<file path="src/rtl/qc_ldpc_pkg.sv">
// Shared QC-LDPC encoder definitions: geometry, lifting sizes, emitter states and Z helpers.
package qc_ldpc_pkg;

    localparam int unsigned NUM_Z         = 3;
    localparam int unsigned MAX_Z         = 81;
    localparam int unsigned NUM_INFO_BLKS = 20;
    localparam int unsigned NUM_PAR_BLK   = 4;
    localparam int unsigned TOTAL_BLKS    = NUM_INFO_BLKS + NUM_PAR_BLK;
    localparam int unsigned IDX_W         = $clog2(TOTAL_BLKS);
    localparam int unsigned Z_W           = $clog2(MAX_Z + 1);
    localparam int unsigned K_W           = $clog2(NUM_PAR_BLK);
    localparam int unsigned PAR_W         = NUM_PAR_BLK * MAX_Z;

    // Element i is the lifting size selected by z_sel bit i.
    localparam logic [NUM_Z-1:0][Z_W-1:0] Z_VALUES = {Z_W'(81), Z_W'(54), Z_W'(27)};

    typedef enum logic [1:0] {
        ST_IDLE,
        ST_INFO,
        ST_WAIT_PAR,
        ST_PAR
    } emitter_state_e;

    // Ones in bit positions below z.
    function automatic logic [MAX_Z-1:0] zmask(input logic [Z_W-1:0] z);
        logic [MAX_Z-1:0] m;
        m = '0;
        for (int unsigned i = 0; i < MAX_Z; i++) begin
            m[i] = (Z_W'(i) < z);
        end
        return m;
    endfunction

    // A select that is not one-hot falls back to the widest lane.
    function automatic logic [Z_W-1:0] onehot_to_z(input logic [NUM_Z-1:0] z_sel);
        logic [Z_W-1:0] z;
        z = Z_W'(MAX_Z);
        if ($onehot(z_sel)) begin
            for (int unsigned i = 0; i < NUM_Z; i++) begin
                if (z_sel[i]) z = Z_VALUES[i];
            end
        end
        return z;
    endfunction

endpackage

</file>
<file path="src/rtl/qc_ldpc_codeword_emitter_if.sv">
// Info/parity input streams, codeword output stream and error flags of the emitter.
interface qc_ldpc_codeword_emitter_if;
    import qc_ldpc_pkg::*;

    logic [NUM_Z-1:0] z_sel;
    logic             info_valid;
    logic             info_ready;
    logic [MAX_Z-1:0] info_data;
    logic             par_valid;
    logic [PAR_W-1:0] par_data;
    logic             cw_valid;
    logic             cw_ready;
    logic [MAX_Z-1:0] cw_data;
    logic [IDX_W-1:0] cw_blk_idx;
    logic             cw_is_par;
    logic             cw_last;
    logic             err_zsel;
    logic             err_par_ovf;

    modport master (
        output z_sel, info_valid, info_data, par_valid, par_data, cw_ready,
        input  info_ready, cw_valid, cw_data, cw_blk_idx, cw_is_par, cw_last,
               err_zsel, err_par_ovf
    );

    modport slave (
        input  z_sel, info_valid, info_data, par_valid, par_data, cw_ready,
        output info_ready, cw_valid, cw_data, cw_blk_idx, cw_is_par, cw_last,
               err_zsel, err_par_ovf
    );

endinterface

</file>
<file path="src/rtl/qc_ldpc_par_buf.sv">
// Single-entry parity buffer: capture when empty, sticky overflow when full, per-block read mux.
module qc_ldpc_par_buf
    import qc_ldpc_pkg::*;
(
    input  logic             CLK,
    input  logic             rst,
    input  logic             par_valid_i,
    input  logic [PAR_W-1:0] par_data_i,
    input  logic             free_i,
    input  logic [K_W-1:0]   rd_k_i,
    output logic             full_o,
    output logic             ovf_o,
    output logic [MAX_Z-1:0] rd_data_c
);

    logic [NUM_PAR_BLK-1:0][MAX_Z-1:0] data_q, data_d;
    logic                              full_q, full_d;
    logic                              ovf_q, ovf_d;

    always_ff @(posedge CLK or posedge rst) begin
        if (rst) begin
            data_q <= '0;
            full_q <= 1'b0;
            ovf_q  <= 1'b0;
        end else begin
            data_q <= data_d;
            full_q <= full_d;
            ovf_q  <= ovf_d;
        end
    end

    // Freeing is applied first so a strobe in the free cycle lands in the emptied buffer.
    always_comb begin
        data_d = data_q;
        full_d = full_q;
        ovf_d  = ovf_q;
        if (free_i) full_d = 1'b0;
        if (par_valid_i) begin
            if (!full_d) begin
                data_d = par_data_i;
                full_d = 1'b1;
            end else begin
                ovf_d = 1'b1;
            end
        end
    end

    assign full_o    = full_q;
    assign ovf_o     = ovf_q;
    assign rd_data_c = data_q[rd_k_i];

endmodule

</file>
<file path="src/rtl/qc_ldpc_codeword_emitter.sv">
// Frames info beats followed by buffered parity blocks into one masked codeword stream.
module qc_ldpc_codeword_emitter
    import qc_ldpc_pkg::*;
(
    input  logic                       CLK,
    input  logic                       rst,
    qc_ldpc_codeword_emitter_if.slave  bus
);

    emitter_state_e   state_q, state_d;
    logic [IDX_W-1:0] cnt_q, cnt_d;
    logic [Z_W-1:0]   z_q, z_d;
    logic             err_zsel_q, err_zsel_d;
    logic             cw_valid_q, cw_valid_d;
    logic [MAX_Z-1:0] cw_data_q, cw_data_d;
    logic [IDX_W-1:0] cw_idx_q, cw_idx_d;
    logic             cw_is_par_q, cw_is_par_d;
    logic             cw_last_q, cw_last_d;

    logic             load_c;
    logic             info_ready_c;
    logic             par_free_c;
    logic             par_full;
    logic             par_ovf;
    logic [MAX_Z-1:0] par_rd_data_c;

    qc_ldpc_par_buf u_par_buf (
        .CLK        (CLK),
        .rst        (rst),
        .par_valid_i(bus.par_valid),
        .par_data_i (bus.par_data),
        .free_i     (par_free_c),
        .rd_k_i     (cnt_q[K_W-1:0]),
        .full_o     (par_full),
        .ovf_o      (par_ovf),
        .rd_data_c  (par_rd_data_c)
    );

    always_ff @(posedge CLK or posedge rst) begin
        if (rst) begin
            state_q     <= ST_IDLE;
            cnt_q       <= '0;
            z_q         <= Z_W'(MAX_Z);
            err_zsel_q  <= 1'b0;
            cw_valid_q  <= 1'b0;
            cw_data_q   <= '0;
            cw_idx_q    <= '0;
            cw_is_par_q <= 1'b0;
            cw_last_q   <= 1'b0;
        end else begin
            state_q     <= state_d;
            cnt_q       <= cnt_d;
            z_q         <= z_d;
            err_zsel_q  <= err_zsel_d;
            cw_valid_q  <= cw_valid_d;
            cw_data_q   <= cw_data_d;
            cw_idx_q    <= cw_idx_d;
            cw_is_par_q <= cw_is_par_d;
            cw_last_q   <= cw_last_d;
        end
    end

    // cnt_q is the info block index in INFO and the parity block index in PAR.
    always_comb begin
        state_d      = state_q;
        cnt_d        = cnt_q;
        z_d          = z_q;
        err_zsel_d   = err_zsel_q;
        cw_valid_d   = cw_valid_q;
        cw_data_d    = cw_data_q;
        cw_idx_d     = cw_idx_q;
        cw_is_par_d  = cw_is_par_q;
        cw_last_d    = cw_last_q;
        info_ready_c = 1'b0;
        par_free_c   = 1'b0;
        load_c       = !cw_valid_q || bus.cw_ready;
        if (load_c) cw_valid_d = 1'b0;

        unique case (state_q)
            ST_IDLE: begin
                info_ready_c = load_c;
                if (bus.info_valid && load_c) begin
                    z_d = onehot_to_z(bus.z_sel);
                    if (!$onehot(bus.z_sel)) err_zsel_d = 1'b1;
                    cw_valid_d  = 1'b1;
                    cw_data_d   = bus.info_data & zmask(z_d);
                    cw_idx_d    = '0;
                    cw_is_par_d = 1'b0;
                    cw_last_d   = 1'b0;
                    cnt_d       = IDX_W'(1);
                    state_d     = ST_INFO;
                end
            end
            ST_INFO: begin
                info_ready_c = load_c;
                if (bus.info_valid && load_c) begin
                    cw_valid_d  = 1'b1;
                    cw_data_d   = bus.info_data & zmask(z_q);
                    cw_idx_d    = cnt_q;
                    cw_is_par_d = 1'b0;
                    cw_last_d   = 1'b0;
                    if (cnt_q == IDX_W'(NUM_INFO_BLKS - 1)) begin
                        cnt_d   = '0;
                        state_d = par_full ? ST_PAR : ST_WAIT_PAR;
                    end else begin
                        cnt_d = cnt_q + IDX_W'(1);
                    end
                end
            end
            ST_WAIT_PAR: begin
                if (par_full) state_d = ST_PAR;
            end
            ST_PAR: begin
                if (load_c) begin
                    cw_valid_d  = 1'b1;
                    cw_data_d   = par_rd_data_c & zmask(z_q);
                    cw_idx_d    = IDX_W'(NUM_INFO_BLKS) + cnt_q;
                    cw_is_par_d = 1'b1;
                    cw_last_d   = (cnt_q == IDX_W'(NUM_PAR_BLK - 1));
                    if (cw_last_d) begin
                        par_free_c = 1'b1;
                        cnt_d      = '0;
                        state_d    = ST_IDLE;
                    end else begin
                        cnt_d = cnt_q + IDX_W'(1);
                    end
                end
            end
            default: state_d = ST_IDLE;
        endcase
    end

    // Ready is the only combinational output; it must stay low throughout reset.
    assign bus.info_ready  = info_ready_c & ~rst;
    assign bus.cw_valid    = cw_valid_q;
    assign bus.cw_data     = cw_data_q;
    assign bus.cw_blk_idx  = cw_idx_q;
    assign bus.cw_is_par   = cw_is_par_q;
    assign bus.cw_last     = cw_last_q;
    assign bus.err_zsel    = err_zsel_q;
    assign bus.err_par_ovf = par_ovf;

endmodule

</file>
<file path="src/flat_wrapper.sv">
// flat-port wrapper written by rule: the top's interface ports become plain ports
module qc_ldpc_codeword_emitter_flat import qc_ldpc_pkg::*;
  (CLK, rst, bus_z_sel, bus_info_valid, bus_info_data, bus_par_valid, bus_par_data, bus_cw_ready, bus_info_ready, bus_cw_valid, bus_cw_data, bus_cw_blk_idx, bus_cw_is_par, bus_cw_last, bus_err_zsel, bus_err_par_ovf);
  qc_ldpc_codeword_emitter_if bus_i ();
  input  logic CLK;
  input  logic rst;
  input wire logic [$bits(bus_i.z_sel)-1:0] bus_z_sel;
  input wire logic [$bits(bus_i.info_valid)-1:0] bus_info_valid;
  input wire logic [$bits(bus_i.info_data)-1:0] bus_info_data;
  input wire logic [$bits(bus_i.par_valid)-1:0] bus_par_valid;
  input wire logic [$bits(bus_i.par_data)-1:0] bus_par_data;
  input wire logic [$bits(bus_i.cw_ready)-1:0] bus_cw_ready;
  output wire logic [$bits(bus_i.info_ready)-1:0] bus_info_ready;
  output wire logic [$bits(bus_i.cw_valid)-1:0] bus_cw_valid;
  output wire logic [$bits(bus_i.cw_data)-1:0] bus_cw_data;
  output wire logic [$bits(bus_i.cw_blk_idx)-1:0] bus_cw_blk_idx;
  output wire logic [$bits(bus_i.cw_is_par)-1:0] bus_cw_is_par;
  output wire logic [$bits(bus_i.cw_last)-1:0] bus_cw_last;
  output wire logic [$bits(bus_i.err_zsel)-1:0] bus_err_zsel;
  output wire logic [$bits(bus_i.err_par_ovf)-1:0] bus_err_par_ovf;
  assign bus_i.z_sel = bus_z_sel;
  assign bus_i.info_valid = bus_info_valid;
  assign bus_i.info_data = bus_info_data;
  assign bus_i.par_valid = bus_par_valid;
  assign bus_i.par_data = bus_par_data;
  assign bus_i.cw_ready = bus_cw_ready;
  assign bus_info_ready = bus_i.info_ready;
  assign bus_cw_valid = bus_i.cw_valid;
  assign bus_cw_data = bus_i.cw_data;
  assign bus_cw_blk_idx = bus_i.cw_blk_idx;
  assign bus_cw_is_par = bus_i.cw_is_par;
  assign bus_cw_last = bus_i.cw_last;
  assign bus_err_zsel = bus_i.err_zsel;
  assign bus_err_par_ovf = bus_i.err_par_ovf;
  qc_ldpc_codeword_emitter u_core (.CLK(CLK), .rst(rst), .bus(bus_i));
endmodule
</file>
<file path="config.mk">
export PLATFORM = sky130hd
export DESIGN_NAME = qc_ldpc_codeword_emitter_flat
export DESIGN_NICKNAME = d
export VERILOG_FILES = /design/src/rtl/qc_ldpc_pkg.sv /design/src/rtl/qc_ldpc_codeword_emitter_if.sv /design/src/rtl/qc_ldpc_par_buf.sv /design/src/rtl/qc_ldpc_codeword_emitter.sv /design/src/flat_wrapper.sv
export SDC_FILE = /design/constraint.sdc
export NUM_CORES = 1
export LEC_CHECK = 0
export BUFFER_PORTS_ARGS = -buffer_cell sky130_fd_sc_hd__buf_2
export CORE_MARGIN = 4
export CORE_UTILIZATION = 57
export DETAILED_ROUTE_END_ITERATION = 12
export GPL_TIMING_DRIVEN = 0
export HOLD_SLACK_MARGIN = 0.05
export PLACE_DENSITY = 0.84
export SYNTH_ARGS = -nofsm -noshare
export SYNTH_HDL_FRONTEND = slang
export SYNTH_SLANG_ARGS = --single-unit
</file>
<file path="constraint.sdc">
create_clock -name CLK -period 20.6 [get_ports CLK]
set_clock_uncertainty 0.1 [all_clocks]
set_input_delay 1.03 -clock CLK [delete_from_list [all_inputs] [get_ports CLK]]
set_output_delay 1.03 -clock CLK [all_outputs]
set_load 0.01 [all_outputs]
</file>
### Word level (Yosys, flattened, before mapping)

Index checks and enable logic that the tools add are counted.

| word-level totals | value |
|---|---|
| register bits after elaboration | 430 |
| output and inout port bits | 92 |
| word-level logic and storage cells | 261 |

| operators by class | value |
|---|---|
| bitwise logic cells | 7 |
| equality and inequality tests | 13 |
| order comparisons | 163 |
| add/sub/neg operators | 4 |
| muxes and demuxes | 45 |
| reductions and logical operators | 14 |

Operators by type and width:

| kind | count |
|---|---|
| < comparator 6 x 7 -> 1 bit, first input constant | 64 |
| two-way mux 81 bit | 4 |
| bitwise AND 81 bit | 3 |
| one-hot mux 81 bit (3 select lines) | 1 |
| < comparator 7 bit, first input constant | 34 |
| < comparator 5 x 7 -> 1 bit, first input constant | 32 |
| binary-select mux 81 bit (select 2 bit) | 1 |
| < comparator 4 x 7 -> 1 bit, first input constant | 16 |
| < comparator 3 x 7 -> 1 bit, first input constant | 8 |
| two-way mux 7 bit | 6 |
| two-way mux 5 bit | 8 |
| one-hot mux 5 bit (3 select lines) | 2 |
| < comparator 1 x 7 -> 1 bit, first input constant | 4 |
| < comparator 2 x 7 -> 1 bit, first input constant | 4 |
| two-way mux 1 bit | 13 |
| two-way mux 2 bit | 6 |
| inequality test 2 x 1 -> 1 bit, second input constant | 6 |
| one-hot mux 2 bit (4 select lines) | 1 |
| one-hot mux 1 bit (2 select lines) | 3 |
| AND reduction 2 bit | 3 |
| AND reduction 3 bit | 2 |
| AND reduction 6 bit | 1 |
| adder 5 x 1 -> 5 bit, second input constant | 1 |
| adder 5 bit, first input constant | 1 |
| 18 further kinds | 22 |

### Depth between registers and ports, before layout

Gate-level depths: netlist of the first run.

| depth | value |
|---|---|
| depth after elaboration | 10 |
| depth in mapped cells | 9 |
| mapped depth without buffers | 6 |

### Cells and area by module

A second synthesis of the first run with hierarchy kept.

| second synthesis, totals | value |
|---|---|
| cell total of the unflattened synthesis | 1348 |
| area, all modules | 20106.8 µm² |

By module, submodules not included:

| module | area each (µm²) | sequential area each (µm²) | cells an instance | times used |
|---|---|---|---|---|
| qc_ldpc_par_buf | 14387.5 | 8157.8 | 790 | 1 |
| qc_ldpc_codeword_emitter | 5719.2 | 2555.0 | 558 | 1 |

### Worst setup path before layout of the first run

No wires, ideal clock.

| timing path | value |
|---|---|
| path kind | input to register |
| from | input bus_z_sel[0] |
| to | register u_core.cw_data_q[68], in the netlist u_core.bus.cw_data[68] |
| arrival | 2.783 ns |
| path slack | 17.596 ns |
| cell stages on the path | 7 |
| path buffers | 1 |
| required time | 20.379 ns |
| path through | inv_1 -> fa_1 -> nor3b_1 -> a21oi_1 -> clkbuf_1 -> a22o_1 -> a22o_1 |

| between the ends | value |
|---|---|
| cells in the longest elaborated chain, start to end | 10 |
| elaborated cells on any way between the ends | 13 |
| those cells by class | 2 x add/sub; 1 x order compare; 1 x eq/ne; 8 x mux; 1 x bitwise |

Ends and longest elaborated chain:

| item | RTL line | source |
|---|---|---|
| from (decl) | flat_wrapper.sv:7 | `input wire logic [$bits(bus_i.z_sel)-1:0] bus_z_sel;` |
| adder 1 x 1 -> 2 bit (not written as such) or two-way mux 7 bit (tied branches) | qc_ldpc_pkg.sv:38, qc_ldpc_pkg.sv:40 |  |
| adder 2 x 1 -> 2 bit (not written as such) or two-way mux 7 bit (tied branches) | qc_ldpc_pkg.sv:38, qc_ldpc_pkg.sv:40 |  |
| equality test 2 x 1 -> 1 bit or two-way mux 7 bit (tied branches) | qc_ldpc_pkg.sv:38, qc_ldpc_pkg.sv:40 |  |
| two-way mux 7 bit (*) | qc_ldpc_pkg.sv:38 | `if ($onehot(z_sel)) begin` |
| two-way mux 7 bit (*) | qc_ldpc_codeword_emitter.sv:82 | `if (bus.info_valid && load_c) begin` |
| two-way mux 7 bit (*) | qc_ldpc_codeword_emitter.sv:79 | `unique case (state_q)` |
| < comparator 7 bit (*) | qc_ldpc_pkg.sv:29 | `m[i] = (Z_W'(i) < z);` |
| bitwise AND 81 bit (*) | qc_ldpc_codeword_emitter.sv:86 | `cw_data_d = bus.info_data & zmask(z_d);` |
| two-way mux 81 bit (*) | qc_ldpc_codeword_emitter.sv:82 |  |
| one-hot mux 81 bit (3 select lines) (*) | qc_ldpc_codeword_emitter.sv:79 |  |
| to (signal assigned) | qc_ldpc_codeword_emitter.sv:56 | `cw_data_q <= cw_data_d;` |
| to (decl) | qc_ldpc_codeword_emitter.sv:15 | `logic [MAX_Z-1:0] cw_data_q, cw_data_d;` |

Mark *: on every way between the ends. The rest lies on a longest branch, timed or not. The select of a mux whose other input is x is not followed.
A chain may end at the register's enable or synchronous reset.

### Worst setup path in the final report of the first run

| timing path | value |
|---|---|
| from | input bus_z_sel[1] |
| to | register u_core.cw_data_q[67], in the netlist u_core.bus.cw_data[67] |

| between the ends | value |
|---|---|
| cells in the longest elaborated chain, start to end | 10 |
| elaborated cells on any way between the ends | 12 |
| those cells by class | 2 x add/sub; 1 x order compare; 1 x eq/ne; 7 x mux; 1 x bitwise |

Ends and longest elaborated chain:

| item | RTL line |
|---|---|
| adder 1 x 1 -> 2 bit (not written as such) | qc_ldpc_pkg.sv:38 |
| adder 2 x 1 -> 2 bit (not written as such) | qc_ldpc_pkg.sv:38 |
| equality test 2 x 1 -> 1 bit | qc_ldpc_pkg.sv:38 |
| two-way mux 7 bit (*) | qc_ldpc_pkg.sv:38 |
| two-way mux 7 bit (*) | qc_ldpc_codeword_emitter.sv:82 |
| two-way mux 7 bit (*) | qc_ldpc_codeword_emitter.sv:79 |
| < comparator 7 bit (*) | qc_ldpc_pkg.sv:29 |
| bitwise AND 81 bit (*) | qc_ldpc_codeword_emitter.sv:86 |
| two-way mux 81 bit (*) | qc_ldpc_codeword_emitter.sv:82 |
| one-hot mux 81 bit (3 select lines) (*) | qc_ldpc_codeword_emitter.sv:79 |

Marked as above.

==> key figures, run 1 <==
Global routing
  – M1 GR Usage: 41.0%
  – First-pass GRT wire length: 98.8 mm
  – M2 GR Usage: 54.7%
  – Gr busiest metal: met2
  – Met3 Track Usage GR: 8.35%
  – Grt ovf: 0
  – Pin count of the biggest net entering global routing: between 100 and 150
  – Antenna violations before repair: 32
  – GRT Util Overall: between 30% and 40%
  – Vias in the first global route: 16500

Critical path
  – Crit Path Max Fanout: 10
  – Crit path top cell by count: a22o_1
  – CP Cell Sequence: buf_2, inv_1, fa_1, nor3b_1, a21oi_1, clkbuf_1, a22o_1, a22o_1
  – Critical path required time: roughly 21 ns
  – Worst setup SP type: primary input
  – Critical path type: in2reg
  – CP peak stage delay: approximately 0.54 ns
  – Crit path DAT: around 3.5 ns
  – CP max-delay cell: nor3b_1
  – Endpoint type of the worst setup path: flip-flop

Place
  – Placer Congestion: slightly above 0.9
  – Post-Place Worst Slack: about 17 ns
  – Placed inst area: 23700 um2
  – HPWL after DPL: about 48 mm
  – PortBufs: between 500 and 600

Floorplan
  – Die W: roughly 200 um
  – Cell Rows: 69
  – Die Y: between 150 and 200 um
  – Core ar.: ~36000 um2
  – I/O pins: 505
  – Die area: a little under 40000 um2
  – Initial Util: slightly below 60%

Logic synthesis
  – Number of enable flip-flop cells after synthesis: 0
  – Post-Synthesis Cell Area: roughly 21000 um2
  – Compound-cell area share of the yosys netlist: roughly 9.2%
  – Synth warn: 0
  – Post-synthesis sequential area ratio: between 50 and 60%
  – Syn Nets: between 1500 and 2000
  – Share of the synthesized area in the top cell type: a little over 50%
  – Proportion of synthesized area in mux cells: 32.1%
  – Post-synth top area cell: dfrtp_1
  – Ys flop type: dfrtp_1
  – Distinct cells, synth: 63
  – Largest family of logic cells by synthesized area: multiplexers
  – Synth async-reset ratio: 100%
  – Synthesized-area fraction occupied by adder cells: 0.585%
  – Xor/xnor share of the synthesized area: 0%
  – Post-Synth Simple-Gate Area: under 10%
  – Synth top area cells: dfrtp_1 (52%), mux2_4 (19%), mux4_2 (4.7%)
  – Average cell area after synthesis: about 15 um2
  – Number of synthesized register bits: between 400 and 500
  – Syn Inst Count: 1407

Pwr
  – Power, Total: ~4.2 mW
  – Peak VDD IR: around 110 uV
  – Power per Cell Area: between 150 and 200 nW/um2
  – P_leak: around 13 nW

Clock tree
  – Max Root-Sink Buffers: 3
  – Worst-Skew Late Latency: about 0.58 ns
  – Post-CTS Resized: 0
  – Htree depth: 2
  – CTS Hold Bufs: 0
  – CTS clk-pin slew, worst paths: around 0.06 ns
  – TritonCTS clock tree: yes
  – Root Buffer Master: clkbuf_16
  – Post-CTS setup buffer count: 0
  – Clock sinks: about 430
  – Inserted Clock Buffers: 46

Detailed routing
  – Vias per std cell: about 6.1
  – Drt drc: 0
  – Drt wl/cell: ~27 um
  – Via count: about 15000
  – Drt total wl: between 60 and 70 mm
  – TritonRoute pass-1 iters: 5
  – Post-route ant nets: 0
  – DRT iter0 DRCs: ~1200

STA
  – Post-layout minimum cycle time: roughly 3.2 ns
  – Setup Total Neg Slack: 0 ns
  – Setup WS post-layout: about 17 ns
  – Fmax: around 310 MHz
  – Slew Limit Fails: 0
  – Tightest Pin Transition: 1.37 ns
  – Worst rel slew slack: around 7.7%
  – Final setup vio count: 0
  – RSZ-0062 raised after global routing: no
  – Final cycle utilization of the critical path: about 15%
  – Hold Fails Final Rpt: 0

Worst hold path
  – Hold Path Class: reg2reg

Run status
  – Outcome: completed

Cells and area
  – Layout cell share with drive strength beyond 1: around half
  – Final design utilization: a little over 70%
  – Fill count: 2395
  – # nets final: 2384
  – Fin area: approximately 25000 um2
  – Synth-to-layout area growth: 23.5%

Job
  – Max Cap Viol: 0
## cells in the mapped netlist (5+ instances only)
cell type	instances
dfrtp_1	426
mux2_4	260
mux2i_1	87
o21ai_0	78
mux2_2	75
a21oi_1	46
a22o_1	45
mux4_2	43
clkbuf_1	42
nand2_1	42
o22ai_1	39
buf_6	31
buf_2	29
o221ai_1	24
inv_1	13
nor2_1	13
o31ai_1	9
ha_1	8
nor3_1	8
o2bb2ai_1	8
buf_1	6
a21o_1	5
nand3_1	5
nor2b_1	5
## layout by cell type (no fill, tap or decap), drive strengths merged, types with 30 or more instances in the layout
master | Yosys | routed
buf | 69 | 576
mux4 | 43 | 43
a22o | 45 | 45
diode | 0 | 30
a21oi | 46 | 46
o22ai | 39 | 39
mux2i | 87 | 87
mux2 | 335 | 335
o21ai | 78 | 78
dfrtp | 426 | 426
nand2 | 42 | 42
clkbuf | 42 | 107
## area by class of cell
type	count	area [um2]	area share [%]
sequential	428	10700	42.3
multi-input combinational	854	9060	35.8
timing repair buffer	507	2610	10.3
clock buffer	65	1360	5.38
buffer	111	697	2.75
tap	461	577	2.28
clock inverter	17	195	0.770
antenna	30	75.1	0.296
inverter	14	60.1	0.237
## layer usage
layer  part of all wire [%]  wire length, um  vias up
li1                       -                -     6401
met1                     36            24400     7701
met2                     49            32500      917
met3                    9.7             6470      224
met4                    5.2             3470       10
met5                  0.096               64        -
## registers in the layout, summed over array words and instances (netlist names)
register	flops
u_core.bus.err_zsel	1
u_core.bus.cw_is_par	1
u_core.z_q	5
u_core.bus.cw_blk_idx	5
u_core.u_par_buf.ovf_o	1
u_core.bus.cw_last	1
u_core.cnt_q	5
u_core.bus.cw_data	81
u_core.bus.cw_valid	1
u_core.u_par_buf.full_o	1
u_core.u_par_buf.data_q	324
u_core.state_q	2
## stage by stage
step | hold slack (ns) | cells
floorplan | 0.373 | 1407
global placement | 0.339 | 2372
detailed placement | 0.346 | 2375
CTS | 0.362 | 2457
global route | 0.370 | 2482
finish | 0.362 | 2487
## final timing paths
path,slack (ns),to,cells after the start,from
min,0.36,u_core.u_par_buf.ovf_o,1,u_core.u_par_buf.ovf_o
min reg2reg,0.36,u_core.u_par_buf.ovf_o,1,u_core.u_par_buf.ovf_o
min in group asynchronous,0.45,u_core.bus.cw_valid,2,rst
max reg2reg,17.64,u_core.bus.cw_data[25],7,u_core.state_q[1]
max in group asynchronous,18.86,u_core.bus.cw_data[50],3,rst
max,17.42,u_core.bus.cw_data[67],8,bus_z_sel[1]
## where the power goes
part           switching, mW  internal, mW  total, mW
logic                  0.914         0.950       1.86
clock network          0.351         0.499      0.850
registers              0.255          1.25       1.51
total                   1.52          2.70       4.22
## critical path: cells and delay by family
kind | cells | cell delay (ns)
buf+inv | 3 | 0.60
simple gates | 1 | 0.54
compound gates | 3 | 0.87
fa+ha+maj | 1 | 0.50
## cells by family (layout without fill, tap and decap cells)
kind of cell,count (synthesis),count (layout)
DFF,428,428
AOI/OAI and AO/OA,283,283
muxes,465,465
other,0,30
and+or+nand+nor,97,97
adders and majority gates,9,9
buffers and inverters,125,714
Power figures use the tool's default switching activity.
==> run 2, diff against run 1 <==
- CORE_UTILIZATION: 57 -> 54
- PLACE_DENSITY: 0.84 -> 0.81
- clock period: 20.6 -> 2.96 ns (I/O delays scaled with it)
==> run 2 against run 1 <==
- worst hold slack worse by 0.14 ns
- critical path type is now reg2reg
- largest cell class unchanged
- cell count grew 18%
- core utilization rose by 7.6 points
- combinational power grew to 7.7 times the previous value
- via count is 20% higher
- first-iteration DRC count grew 56%
- final area rose by 17%
- global-route usage increased by 7.1 points
- routed wire length rose by 27%
- worst setup slack lost 17 ns
- sequential share of layout area shrank 6.1 points
==> key figures, run 2 (synthesis gave the netlist of run 1 again) <==
Critical path
  – Endpoint type of the worst setup path: flip-flop
  – Critical path type: reg2reg
  – Crit path DAT: 3.20 ns (-0.34 ns)
  – Crit Path Max Fanout: 10 (unchanged)
  – Worst reg2reg path depth: 8 (+1)
  – Reg-to-reg startpoint: u_core.state_q[1]
  – Critical path required time: 3.28 ns (-17.68 ns)
  – Worst setup SP type: flip-flop
  – Worst Setup EP: u_core.bus.cw_data[36]
  – Setup crit start: u_core.state_q[1]
  – FF-to-FF setup slack: 0.08 ns (-17.56 ns)
  – FF-to-FF End: u_core.bus.cw_data[36]

Global routing
  – Grt ovf: 0 (unchanged)
  – Vias in the first global route: 20300 (+23%)
  – Pin count of the biggest net entering global routing: 44 (-68%)
  – First-pass GRT wire length: 126 mm (+27%)
  – Met3 Track Usage GR: 11.0% (+2.7 points)
  – Gr busiest metal: met2
  – M2 GR Usage: 66.7% (+12 points)
  – M1 GR Usage: 47.2% (+6.2 points)
  – GRT Util Overall: 40.3% (+7.1 points)
  – Antenna violations before repair: 16 (-50%)

Detailed routing
  – Drt total wl: 85.0 mm (+27%)
  – Drt wl/cell: 28.9 um (+7.3%)
  – Vias per std cell: 6.20 (+1.2%)
  – TritonRoute pass-1 iters: 8 (+3)
  – Drt drc: 0 (unchanged)
  – Post-route ant nets: 0 (unchanged)
  – Via count: 18300 (+20%)
  – DRT iter0 DRCs: 1858 (+56%)

Floorplan
  – Core ar.: 37600 um2 (+5.6%)
  – Initial Util: 54.6% (-3.1 points)
  – I/O pins: 505 (unchanged)
  – Die Y: 203 um (+2.6%)
  – Die W: 203 um (+2.6%)
  – Cell Rows: 71 (+2.9%)
  – Die area: 41200 um2 (+5.3%)

Pwr
  – Power, Total: 31.2 mW (+640%)
  – Peak VDD IR: 562 uV (+390%)
  – P_leak: 14.7 nW (+14%)
  – Power per Cell Area: 1050 nW/um2 (+530%)

STA
  – Hold WS: 0.226 ns (-0.136 ns)
  – Tightest Pin Transition: 1.06 ns (-0.316 ns)
  – Hold Fails Final Rpt: 0 (unchanged)
  – Worst rel slew slack: 29.0% (+21 points)
  – Final cycle utilization of the critical path: slightly below 100%
  – RSZ-0062 raised after global routing: no
  – Final setup vio count: 0 (unchanged)
  – Slew Limit Fails: 0 (unchanged)
  – Post-layout minimum cycle time: slightly below 3 ns
  – Fmax: ~350 MHz

Clock tree
  – Max Root-Sink Buffers: 3 (unchanged)
  – Clock sinks: 428 (unchanged)
  – Root Buffer Master: clkbuf_16
  – Worst-Skew Late Latency: 0.60 ns (+0.02 ns)
  – Htree depth: 2 (unchanged)
  – TritonCTS clock tree: yes
  – Inserted Clock Buffers: 46 (unchanged)
  – CTS clk-pin slew, worst paths: 0.06 ns (about the same)

Cells and area
  – Layout cell share with drive strength beyond 1: 43.3% (-8.6 points)
  – Synth-to-layout area growth: 44.5%
  – Biggest register: u_core.u_par_buf.data_q
  – # nets final: 2807 (+18%)
  – Most frequent cells in the layout: buf_2 (531), dfrtp_1 (426), dlygate4sd3_1 (415)
  – Non-filler cells in the finished layout: 2943 (+18%)
  – Max reg flops: 324 (unchanged)
  – Most common cell after layout, fill and taps aside: buf_2

Place
  – Placer Congestion: 0.910 (-2.5%)
  – HPWL after DPL: 49.8 mm (+3.1%)
  – Post-placement cell count: 2434 (+2.5%)
  – PortBufs: 504 (unchanged)

Run status
  – Outcome: completed

Worst hold path
  – Hold Path Class: in2reg

Job
  – Max Cap Viol: 0 (unchanged)
-- run 2: final cells by class --
class / instances / area (um2)
multi-input combinational: 854 / 9080
antenna: 18 / 45.0
buffer: 110 / 698
fill: 2033 / 7930
clock buffer: 60 / 1290
inverter: 14 / 56.3
timing repair buffer: 931 / 6920
clock inverter: 17 / 209
tap: 511 / 639
sequential: 428 / 10700
-- run 2: worst min-delay path by stage --
| stage | from | cells after the start | end | slack, ns |
|---|---|---|---|---|
| finish | bus_par_data[316] | 3 | u_core.u_par_buf.data_q[316] | 0.23 |
| global route | bus_par_data[316] | 3 | u_core.u_par_buf.data_q[316] | 0.23 |
| CTS | bus_par_data[67] | 3 | u_core.u_par_buf.data_q[67] | 0.20 |
| detailed placement | bus_par_data[92] | 2 | u_core.u_par_buf.data_q[92] | 0.28 |
| global placement | bus_par_valid | 2 | u_core.u_par_buf.full_o | 0.28 |
| floorplan | bus_par_valid | 1 | u_core.u_par_buf.full_o | 0.16 |
-- run 2: layer usage --
metal | part of all wire [%] | routed length (um) | vias up
met1 | 35 | 29700 | 9068
met4 | 6.5 | 5560 | 8
li1 | - | - | 7231
met3 | 10 | 8490 | 426
met5 | 0.058 | 49 | -
met2 | 48 | 41200 | 1525
-- run 2: report_power, final --
part | switching, mW | leakage (nW) | internal (mW)
clock | 2.60 | 0.742 | 3.42
combinational | 7.33 | 8.71 | 7.03
sequential | 2.07 | 5.26 | 8.72
total | 12.0 | 14.7 | 19.2
-- run 2: worst max-delay path, cell delays in order, from the launching register on --
cell	delay (ns)
dfrtp_1	0.44
ha_1	0.22
buf_6	0.14
nand2_1	0.12
clkbuf_1	0.58
buf_1	0.51
o22ai_1	0.21
a21oi_1	0.21
o221ai_1	0.18
-- run 2: timing repair --
action                                  CTS  global route
endpoints found under the setup margin    0            40
hold buffers                            415             0
gates resized for setup                   0            10
endpoints found under the hold margin   441             0
setup buffers                             0             0
-- run 2: per-stage QoR --
stage	util (%)	worst slack, ns	setup TNS (ns)	cell area [um2]
floorplan	-	-3.06	-1308.10	20500
global placement	63.0	-5.42	-2310.25	23700
detailed placement	63.7	0.0338	0	23900
CTS	78.7	0.0820	0	29600
global route	78.9	0.00469	0	29600
finish	78.9	0.0792	0	29600
==> run 3, diff against run 2 <==
--- a/config.mk
+++ b/config.mk
@@ -8,9 +8,9 @@
 export BUFFER_PORTS_ARGS = -buffer_cell sky130_fd_sc_hd__buf_2
 export CORE_MARGIN = 4
-export CORE_UTILIZATION = 54
+export CORE_UTILIZATION = 50
 export DETAILED_ROUTE_END_ITERATION = 12
 export GPL_TIMING_DRIVEN = 0
 export HOLD_SLACK_MARGIN = 0.05
-export PLACE_DENSITY = 0.81
+export PLACE_DENSITY = 0.76
 export SYNTH_ARGS = -nofsm -noshare
 export SYNTH_HDL_FRONTEND = slang
==> constraint.sdc (replaced) <==
create_clock -name CLK -period 2.96 [get_ports CLK]
set_clock_uncertainty 0.1 [all_clocks]
set_input_delay 0.444 -clock CLK [delete_from_list [all_inputs] [get_ports CLK]]
set_output_delay 0.444 -clock CLK [all_outputs]
set_load 0.01 [all_outputs]
==> run 3 against run 2 <==
- register-to-register slack better by 0.05 ns
- die area is 7.7% higher
- flip-flop and latch count stayed put
- critical path depth is 1 higher
- first-iteration DRC count is 26% lower
==> key figures, run 3 (synthesis gave the netlist of run 1 again) <==
Run status
  – Outcome: completed

STA
  – Final cycle utilization of the critical path: 95.5% (-1.8 points)
  – Final setup vio count: 0 (unchanged)
  – Tightest Pin Transition: 0.940 ns (-0.116 ns)
  – Worst rel slew slack: 36.9% (+7.8 points)
  – Post-layout minimum cycle time: 2.83 ns (-0.0542 ns)
  – Slew Limit Fails: 0 (unchanged)
  – Setup Total Neg Slack: 0 ns (unchanged)
  – Hold Fails Final Rpt: 0 (unchanged)
  – RSZ-0062 raised after global routing: no
  – Fmax: 354 MHz (+1.9%)

Cells and area
  – Fin area: 28900 um2 (-2.4%)
  – # nets final: 2726 (-2.9%)
  – Biggest register: u_core.u_par_buf.data_q
  – Most frequent cells in the layout: buf_2 (533), dfrtp_1 (426), dlygate4sd3_1 (333)
  – Synth-to-layout area growth: 41.0%
  – Final design utilization: 72.0% (-6.9 points)
  – Layout cell share with drive strength beyond 1: 44.6% (+1.3 points)
  – Fill count: 2548 (+25%)
  – Max reg flops: 324 (unchanged)
  – Most common cell after layout, fill and taps aside: buf_2

Place
  – Placer Congestion: 0.918 (+0.80%)
  – Placed inst area: 23900 um2 (about the same)
  – PortBufs: 504 (unchanged)
  – HPWL after DPL: 49.9 mm (+0.26%)

Critical path
  – Crit path DAT: 3.21 ns (about the same)
  – Crit path buf inv count: 4 (+1)
  – Critical path type: reg2reg
  – Worst setup SP type: flip-flop
  – Critical path required time: 3.34 ns (+0.06 ns)
  – FF-to-FF End: u_core.bus.cw_data[23]
  – CP Cell Sequence: inv_1, ha_1, nor2_1, a22oi_1, or2_2, buf_2, buf_2, buf_2, o2bb2ai_1
  – Crit Path Max Fanout: 10 (unchanged)
  – Crit path top cell by count: buf_2
  – Top delay family on crit path: buffers and inverters
  – Worst reg2reg path depth: 9 (+1)
  – Reg-to-reg startpoint: u_core.state_q[0]
  – CP max-delay cell: dfrtp_1
  – Endpoint type of the worst setup path: flip-flop
  – FF-to-FF setup slack: 0.13 ns (+0.05 ns)
  – CP peak stage delay: 0.40 ns (-0.18 ns)

Floorplan
  – Cell Rows: 73 (+2.8%)
  – Core ar.: 40200 um2 (+6.9%)
  – I/O pins: 505 (unchanged)
  – Die area: 44400 um2 (+7.7%)
  – Die W: 211 um (+3.8%)
  – Initial Util: 51.1% (-3.5 points)
  – Die Y: 211 um (+3.8%)

Clock tree
  – Worst-Skew Late Latency: 0.57 ns (-0.03 ns)
  – Clock sinks: 428 (unchanged)
  – TritonCTS clock tree: yes
  – Post-CTS setup buffer count: 0 (unchanged)
  – CTS clk-pin slew, worst paths: 0.06 ns (about the same)
  – Htree depth: 2 (unchanged)
  – Root Buffer Master: clkbuf_16
  – Max Root-Sink Buffers: 3 (unchanged)
  – Inserted Clock Buffers: 47 (+2.2%)

Global routing
  – Pin count of the biggest net entering global routing: 44 (unchanged)
  – Vias in the first global route: 18700 (-7.9%)
  – GRT Util Overall: 33.8% (-6.5 points)
  – Antenna violations before repair: 21 (+5)
  – Grt ovf: 0 (unchanged)
  – First-pass GRT wire length: 115 mm (-9.0%)

Detailed routing
  – Drt wl/cell: 26.7 um (-7.5%)
  – Via count: 16700 (-8.6%)
  – DRT iter0 DRCs: 1368 (-26%)
  – Drt total wl: 77.0 mm (-9.5%)
  – TritonRoute pass-1 iters: 5 (-3)
  – Drt drc: 0 (unchanged)
  – Vias per std cell: 5.79 (-6.7%)
  – Post-route ant nets: 0 (unchanged)

Job
  – Max Cap Viol: 0 (unchanged)

Worst hold path
  – Hold Crit Start: bus_info_data[19]
  – Hold Path Depth: 3 (unchanged)
  – Hold Path Class: in2reg
  – Hold Path Sink: u_core.bus.cw_data[19]

Pwr
  – Peak VDD IR: 559 uV (-0.65%)
  – Power per Cell Area: 1050 nW/um2 (about the same)
  – P_leak: 14.4 nW (-2.0%)
[run 3: cell count changes in the layout (fill, tap and decap cells not counted), moves of 2 or more]
cell,change
dlygate4sd3_1,-82
clkbuf_1,+8
clkbuf_16,+3
clkinv_2,-3
buf_2,+2
clkbuf_8,+2
diode_2,-2
inv_6,-2
[run 3: layer usage]
layer  vias up  GRT usage [%]  share of wire [%]
li1       7071              -                  -
met1      8449           41.1                 38
met2       913           56.5                 49
met3       235           7.89                7.7
met4        12           17.2                5.1
met5         -              0               0.11
[run 3: cell type report]
type | count | area [um2] | area share, %
Sequential cell | 428 | 10700 | 37.0
Multi-Input combinational cell | 854 | 9080 | 31.4
Timing Repair Buffer | 848 | 6080 | 21.0
Clock buffer | 74 | 1430 | 4.94
Buffer | 111 | 701 | 2.42
Tap cell | 525 | 657 | 2.27
Clock inverter | 11 | 183 | 0.631
Inverter | 14 | 56.3 | 0.195
Antenna cell | 16 | 40.0 | 0.138
[run 3: worst max-delay path by stage]
stage                           start                      endpoint  slack (ns)  cells after the start
global placement                  rst  u_core.u_par_buf.data_q[204]       -5.79                      2
finish              u_core.state_q[0]        u_core.bus.cw_data[23]        0.13                      9
floorplan                         rst      u_core.bus.cw_blk_idx[0]       -3.36                      1
CTS                 u_core.state_q[1]        u_core.bus.cw_data[26]       0.002                      8
detailed placement       bus_z_sel[0]        u_core.bus.cw_data[65]       -0.09                      8
global route        u_core.state_q[0]        u_core.bus.cw_data[23]        0.04                      9
[run 3: repair_timing]
action / in CTS / in global routing
endpoints found under the hold margin: 361 / 0
endpoints found under the setup margin: 1 / 44
resized for setup: 1 / 9
hold buffers: 333 / 0
[run 3: stage by stage]
stage | setup WS, ns | cells | power, mW | hold slack, ns
after floorplan | -3.36 | 1407 | 19.1 | 0.373
after global placement | -5.79 | 2436 | 22.8 | 0.343
after detailed placement | -0.0929 | 2447 | 23.2 | 0.351
after CTS | 0.00190 | 2865 | 29.9 | 0.0515
after global routing | 0.0398 | 2881 | 31.7 | 0.0599
final | 0.133 | 2881 | 30.4 | 0.0686
[run 3: worst min-delay path: stages]
cell and delay [ns]:
buf_2 0.08, a21oi_1 0.06, o2bb2ai_1 0.12
[run 3: power by group]
group          internal [mW]  switching, mW  total [mW]
Combinational           6.94           6.69        13.6
Sequential              8.72           1.85        10.6
Clock                   3.74           2.47        6.21
Total                   19.4           11.0        30.4
